## src/rtl/nv_ram_rwsp_4x64_fifo_ctrl.sv

```systemverilog
// Valid/ready FIFO controller for an external 4x64 rwsp RAM; push-to-rd_pvld is 3 cycles, 1 push + 1 pop per cycle.
// wr_prdy drops when all 4 rows are held; s2 holds a 5th beat. Optional wr_count port under NV_RWSP_FIFO_COUNT_EN.
module nv_ram_rwsp_4x64_fifo_ctrl #(
  parameter int PD_W = 64,
  parameter int AW   = 2
) (
  input  logic            clk,
  input  logic            rst,
  input  logic            wr_pvld,
  output logic            wr_prdy,
  input  logic [PD_W-1:0] wr_pd,
  output logic            rd_pvld,
  input  logic            rd_prdy,
  output logic [PD_W-1:0] rd_pd,
  output logic [AW-1:0]   ram_wa,
  output logic            ram_we,
  output logic [PD_W-1:0] ram_di,
  output logic [AW-1:0]   ram_ra,
  output logic            ram_re,
  output logic            ram_ore,
  input  logic [PD_W-1:0] ram_dout
`ifdef NV_RWSP_FIFO_COUNT_EN
  ,
  output logic [AW:0]     wr_count
`endif
);

  localparam int unsigned DEPTH   = 1 << AW;
  localparam logic [AW:0] DEPTH_C = (AW+1)'(DEPTH);
  localparam logic [AW:0] ONE_C   = (AW+1)'(1);

  logic [AW-1:0] wr_ptr;
  logic [AW-1:0] rd_ptr;
  logic [AW:0]   rows_used;
  logic [AW:0]   unissued;
  logic          s1_vld;
  logic          s2_vld;
  logic          push;
  logic          pop;
  logic          adv1;

  assign wr_prdy = !rst && (rows_used < DEPTH_C);
  assign push    = wr_pvld && wr_prdy;
  assign adv1    = !rst && s1_vld && (!s2_vld || rd_prdy);
  assign ram_re  = !rst && (unissued != '0) && (!s1_vld || adv1);
  assign rd_pvld = !rst && s2_vld;
  assign pop     = rd_pvld && rd_prdy;

  assign ram_we  = push;
  assign ram_wa  = wr_ptr;
  assign ram_di  = wr_pd;
  assign ram_ra  = rd_ptr;
  assign ram_ore = adv1;
  assign rd_pd   = ram_dout;

  // A row stays counted in rows_used until ore has captured it, so a stalled s1 keeps its row safe.
  always_ff @(posedge clk) begin
    if (rst) begin
      wr_ptr    <= '0;
      rd_ptr    <= '0;
      rows_used <= '0;
      unissued  <= '0;
      s1_vld    <= 1'b0;
      s2_vld    <= 1'b0;
    end else begin
      if (push)   wr_ptr <= wr_ptr + 1'b1;
      if (ram_re) rd_ptr <= rd_ptr + 1'b1;

      case ({push, adv1})
        2'b10:   rows_used <= rows_used + ONE_C;
        2'b01:   rows_used <= rows_used - ONE_C;
        default: rows_used <= rows_used;
      endcase

      case ({push, ram_re})
        2'b10:   unissued <= unissued + ONE_C;
        2'b01:   unissued <= unissued - ONE_C;
        default: unissued <= unissued;
      endcase

      if (ram_re)    s1_vld <= 1'b1;
      else if (adv1) s1_vld <= 1'b0;

      if (adv1)     s2_vld <= 1'b1;
      else if (pop) s2_vld <= 1'b0;
    end
  end

`ifdef NV_RWSP_FIFO_COUNT_EN
  assign wr_count = rows_used;
`else
`endif

endmodule

```

## config.mk

```make
export PLATFORM = sky130hd
export DESIGN_NAME = nv_ram_rwsp_4x64_fifo_ctrl
export DESIGN_NICKNAME = d
export VERILOG_FILES = /design/src/rtl/nv_ram_rwsp_4x64_fifo_ctrl.sv
export SDC_FILE = /design/constraint.sdc
export NUM_CORES = 1
export LEC_CHECK = 0
export CORE_AREA = 4 4 102 104
export CTS_BUF_LIST = sky130_fd_sc_hd__clkbuf_4 sky130_fd_sc_hd__clkbuf_8
export DETAILED_ROUTE_END_ITERATION = 10
export DIE_AREA = 0 0 106 108
export PLACE_DENSITY = 0.65
export SYNTH_ARGS = -nofsm -noshare
export SYNTH_HDL_FRONTEND = slang
export SYNTH_SLANG_ARGS = --single-unit
```

## constraint.sdc

```tcl
create_clock -name clk -period 5.5 [get_ports clk]
set_clock_uncertainty 0.05 [all_clocks]
set_input_delay 1.375 -clock clk [delete_from_list [all_inputs] [get_ports clk]]
set_output_delay 1.375 -clock clk [all_outputs]
set_load 0.03 [all_outputs]
```

# After elaboration in Yosys (flattened, before gate mapping)
# Index checks and enable logic that the tools add are counted.
# op_classes
n_shift,0
muxes,6
div_mod_pow,0
n_reduce_logical,18
n_eq_ne,4
n_addsub,6
bitwise_logic,0
mul,0
order_cmp,1
# op_table
cell,count
$pmux W3 S2,2
$logic_and A1 B1 Y1,8
$reduce_bool A2 Y1,4
$add A3 B1 Y3 const B,2
$sub A3 B1 Y3 const B,2
$add A2 B1 Y2 const B,2
$eq A2 B1 Y1 const B,2
$eq A2 B2 Y1 const B,2
$mux W1,4
$logic_not A1 Y1,3
$lt A3 B3 Y1 const B,1
$reduce_bool A3 Y1,1
$logic_or A1 B1 Y1,2
# word_totals
ram_bits,0
word_cells,41
input_bits,132
mem_bits_ro,0
reg_bits,12
memories,0
out_inout_bits,137
latchBits,0

# Longest topological paths before layout
# depth
depth_word,7
mapped_depth,9
depth_no_buf,9

# Worst setup path after synthesis
# Ideal clock, no wire load.
# synth_path
path_type,input to register
startpoint,input port rd_prdy
endpoint,register unissued[2]
setup_ps,70
arrival_ps,3629
setup_slack_ps,1751
required_ps,5380
path_buffers,0
stages,8
path_cell_list,and3b_1 -> nor3_1 -> ha_1 -> inv_1 -> fa_1 -> xor2_1 -> or3_1 -> a21oi_1
# synth_between
elab_chain_cells,6
word_cells_on_any_way,8
classes_between,2 x eq/ne; 1 x mux; 5 x reduce/logical
# synth_rtl
element,line,source
"start, declared",13,"input logic rd_prdy,"
$logic_or A1 B1 Y1 *,44,assign adv1 = !rst && s1_vld && (!s2_vld || rd_prdy);
$logic_and A1 B1 Y1 *,44,
$logic_or A1 B1 Y1 *,45,assign ram_re = !rst && (unissued != '0) && (!s1_vld || adv1);
$logic_and A1 B1 Y1 *,45,
net ram_re,19,"output logic ram_re,"
$eq A2 B1 Y1 or $eq A2 B2 Y1 (tied branches),75,"case ({push, ram_re})"
$pmux W3 S2 or $reduce_bool A2 Y1 (tied branches),n/a,
"end signal, assigned",76,2'b10: unissued <= unissued + ONE_C;
"end signal, assigned",77,2'b01: unissued <= unissued - ONE_C;
"end signal, assigned",78,default: unissued <= unissued;
"end, declared",35,logic [AW:0] unissued;
# The timed path passes the listed nets; every way through them passes the cells marked *.
# A chain may end at the register's enable or synchronous reset.

# Final worst setup path
# layout_path
startpoint,input port rd_prdy
endpoint,output port ram_re
# layout_between
elab_chain_cells,4
# layout_rtl
element,line
$logic_or A1 B1 Y1,44
$logic_and A1 B1 Y1,44
$logic_or A1 B1 Y1,45
$logic_and A1 B1 Y1,45
"end, declared",19
# No other way between the ends.

==> qor.csv <==
stage,metric,value,unit
drt,avgViaCountPerCell,2.86,
worst_setup_path,worst_ep_required_time,4070,ps
placement,hpwl,2.75,mm
clocking,cts.sinks,12,
floorplan,start_util,16.4,%
floorplan,ioPinCount,269,
power,combPwrFrac,46.3,%
worst_setup_path,path_common_cell,clkdlybuf4s50_1,
drt,wl_per_cell,14.5,microns
yosys,synth-seq-cells,12,
clocking,clockBufferDepth,2,
grt,grt_max_degree,10,
sta,rsz0062_at_grt,false,
floorplan,die-area,11400,sq um
yosys,synth_area,1570,sq um
clocking,root_buffer,clkbuf_8,
power,power_density,424,nW/um^2
sta,slew_headroom,72.1,%
clocking,ctsHoldBuffers,0,
worst_setup_path,path_class,in -> out,
sta,tightest_slew,415,ps
worst_setup_path,worst_path_largest_cell_delay,790,ps
clocking,cts_tree,built,
power,p_int,241,uW
final_layout,nFillCells,1148,
worst_setup_path,crit_path_start_kind,input port,
sta,tns,0,ps
drt,drt_wl_total,3.17,mm
worst_hold_path,worstHoldPathType,reg -> reg,
grt,antenna_found_initial,0,
worst_setup_path,endpoint_kind,output pin,
power,p_clk_share,19.9,%
drt,drc,0,
drt,drt_iter0_markers,29,
grt,grt-ovfl-total,0,
worst_setup_path,crit_chain,clkdlybuf4s50_1 -> and3b_1 -> nor3_1 -> clkdlybuf4s50_1,
final_layout,area_growth,-40.2,%
worst_setup_path,worst_path_max_delay_cell,clkdlybuf4s50_1,
drt,postRouteAntennaNets,0,
worst_setup_path,critPathArrivalTime,3200,ps
sta,setup_violations,0,
grt,grt_pass1_wl,4.39,mm
run,cap_violations,0,
placement,post-place-ws,821,ps
power,swShare,39.3,%
final_layout,fin_nets,223,
sta,drv_slew,0,
yosys,ys_seq_area_share,15.3,%
final_layout,register_area,240,sq um
floorplan,die_w,106,microns
clocking,cts_setup_buffers,0,
yosys,syn_nets,334,
power,ir_worst_vdd,130,uV
clocking,insertion_delay,240,ps
drt,first_pass_iters,4,
grt,track_usage,5.25,%
clocking,cts_resized,0,
power,p_leak,0.306,nW
status,outcome,finished clean,
clocking,cts_max_level,1,
worst_setup_path,reg2reg_depth,8,
floorplan,core-area,9550,sq um
drt,vias,623,
sta,max_freq,216,MHz
sta,hold_viol,0,
yosys,synth_cells,198,
placement,io_buffers,12,
sta,setup_ws,878,ps
power,power_frac_seq,33.8,%
sta,fin_crit_sh,84.0,%
yosys,syn_avg_cell_area,7.91,sq um
sta,min_period,4620,ps
worst_hold_path,whs_path_depth,1,
floorplan,chipHeight,108,microns
grt,grt_pass1_vias,654,
power,switchingPower,156,uW
worst_setup_path,crit_fanout,4,
placement,gp_congestion,0.661,
yosys,ys_types,23,
floorplan,row_count,36,
final_layout,multiInputGateArea,323,sq um
clocking,cts.reportedPaths.clkPinSlew,50,ps
final_layout,antenna_cells,0,
final_layout,drive_above_1_share,7.06,%
yosys,ys_warn_count,0,
clocking,cts_buffers,3,
==> cells by family after synthesis <==
logic type / count (synthesis) / synth area share (%)
and+or+nand+nor: 26 / 8.47
DFF: 12 / 15.3
AOI/OAI and AO/OA: 11 / 4.64
buffers and inverters: 139 / 64.0
adders and majority gates: 4 / 4.16
xor gates and xnor gates: 6 / 3.36
==> flip-flops by register name, indices dropped and copies added (netlist names) <==
name	cells
ram_ra	2
ram_wa	2
rows_used	3
s1_vld	1
s2_vld	1
unissued	3
==> synth_stat cells (all sizes together) <==
cell    count  share of area (%)
nand3b      2               0.96
dfxtp      12                 15
xnor2       1               0.56
o311ai      1               0.56
clkbuf      1               0.24
nor2b       2               0.80
fa          2                2.6
and3b       1               0.56
nor2       13                3.1
xor2        5                2.8
or3         3                1.5
o32ai       1               0.56
nand2       2               0.48
a211oi      1               0.80
ha          2                1.6
nor3        2               0.64
o21ai       3               0.96
inv        10                2.4
buf       128                 61
a21o        1               0.48
a21oi       4                1.3
nand4       1               0.40
==> per-stage QoR <==
stage	hold slack [ps]	area (sq um)	instances	utilization, %	power (mW)
finish	422	936	218	9.80	0.397
CTS	419	936	218	9.80	0.405
global route	469	936	218	9.80	0.436
detailed placement	413	895	215	9.37	0.322
floorplan	404	1570	198	-	0.437
global placement	417	895	215	9.37	0.315
==> layer usage <==
metal,GRT usage [%],wire [microns],up-vias
li1,-,-,261
met1,4.01,804,247
met2,6.97,1330,83
met3,6.21,776,32
met4,4.53,258,0
met5,0,0,-
==> placed cells by master (no fill, tap or decap), types with 2 or more instances in the layout <==
cell and count:
a21oi_1 4, clkbuf_8 3, clkdlybuf4s50_1 12, dfxtp_1 12, fa_1 2, ha_1 2
inv_1 10, nand2_1 2, nand3b_1 2, nor2_1 13, nor2b_1 2, nor3_1 2
o21ai_0 3, or3_1 2, xor2_1 5
==> final timing paths <==
check | from | to | slack [ps]
setup / recovery | rd_prdy | ram_re | 880
hold / removal | ram_ra[1] | ram_ra[1] | 420
setup reg to reg | s2_vld | unissued[2] | 3200
hold reg to reg | ram_ra[1] | ram_ra[1] | 420
==> critical path, delay by kind of cell <==
kind	cells	cell delay (ps)
buffers and inverters	2	1290
AND/OR/NAND/NOR	2	530
==> power by group through the flow <==
stage               combinational, mW  clock, mW  sequential [mW]
finish                          0.184     0.0791            0.134
global route                    0.209     0.0884            0.139
CTS                             0.187     0.0835            0.134
detailed placement              0.186          0            0.136
global placement                0.180          0            0.135
floorplan                       0.293          0            0.143
==> final cells by class <==
type,instances,share of cell area (%)
clock buffers,3,4.41
inverters,10,4.01
multi-input cells,47,34.5
flip-flops and latches,12,25.7
well taps,133,17.8
repair buffers,13,13.6
Power figures use the tool's default switching activity.
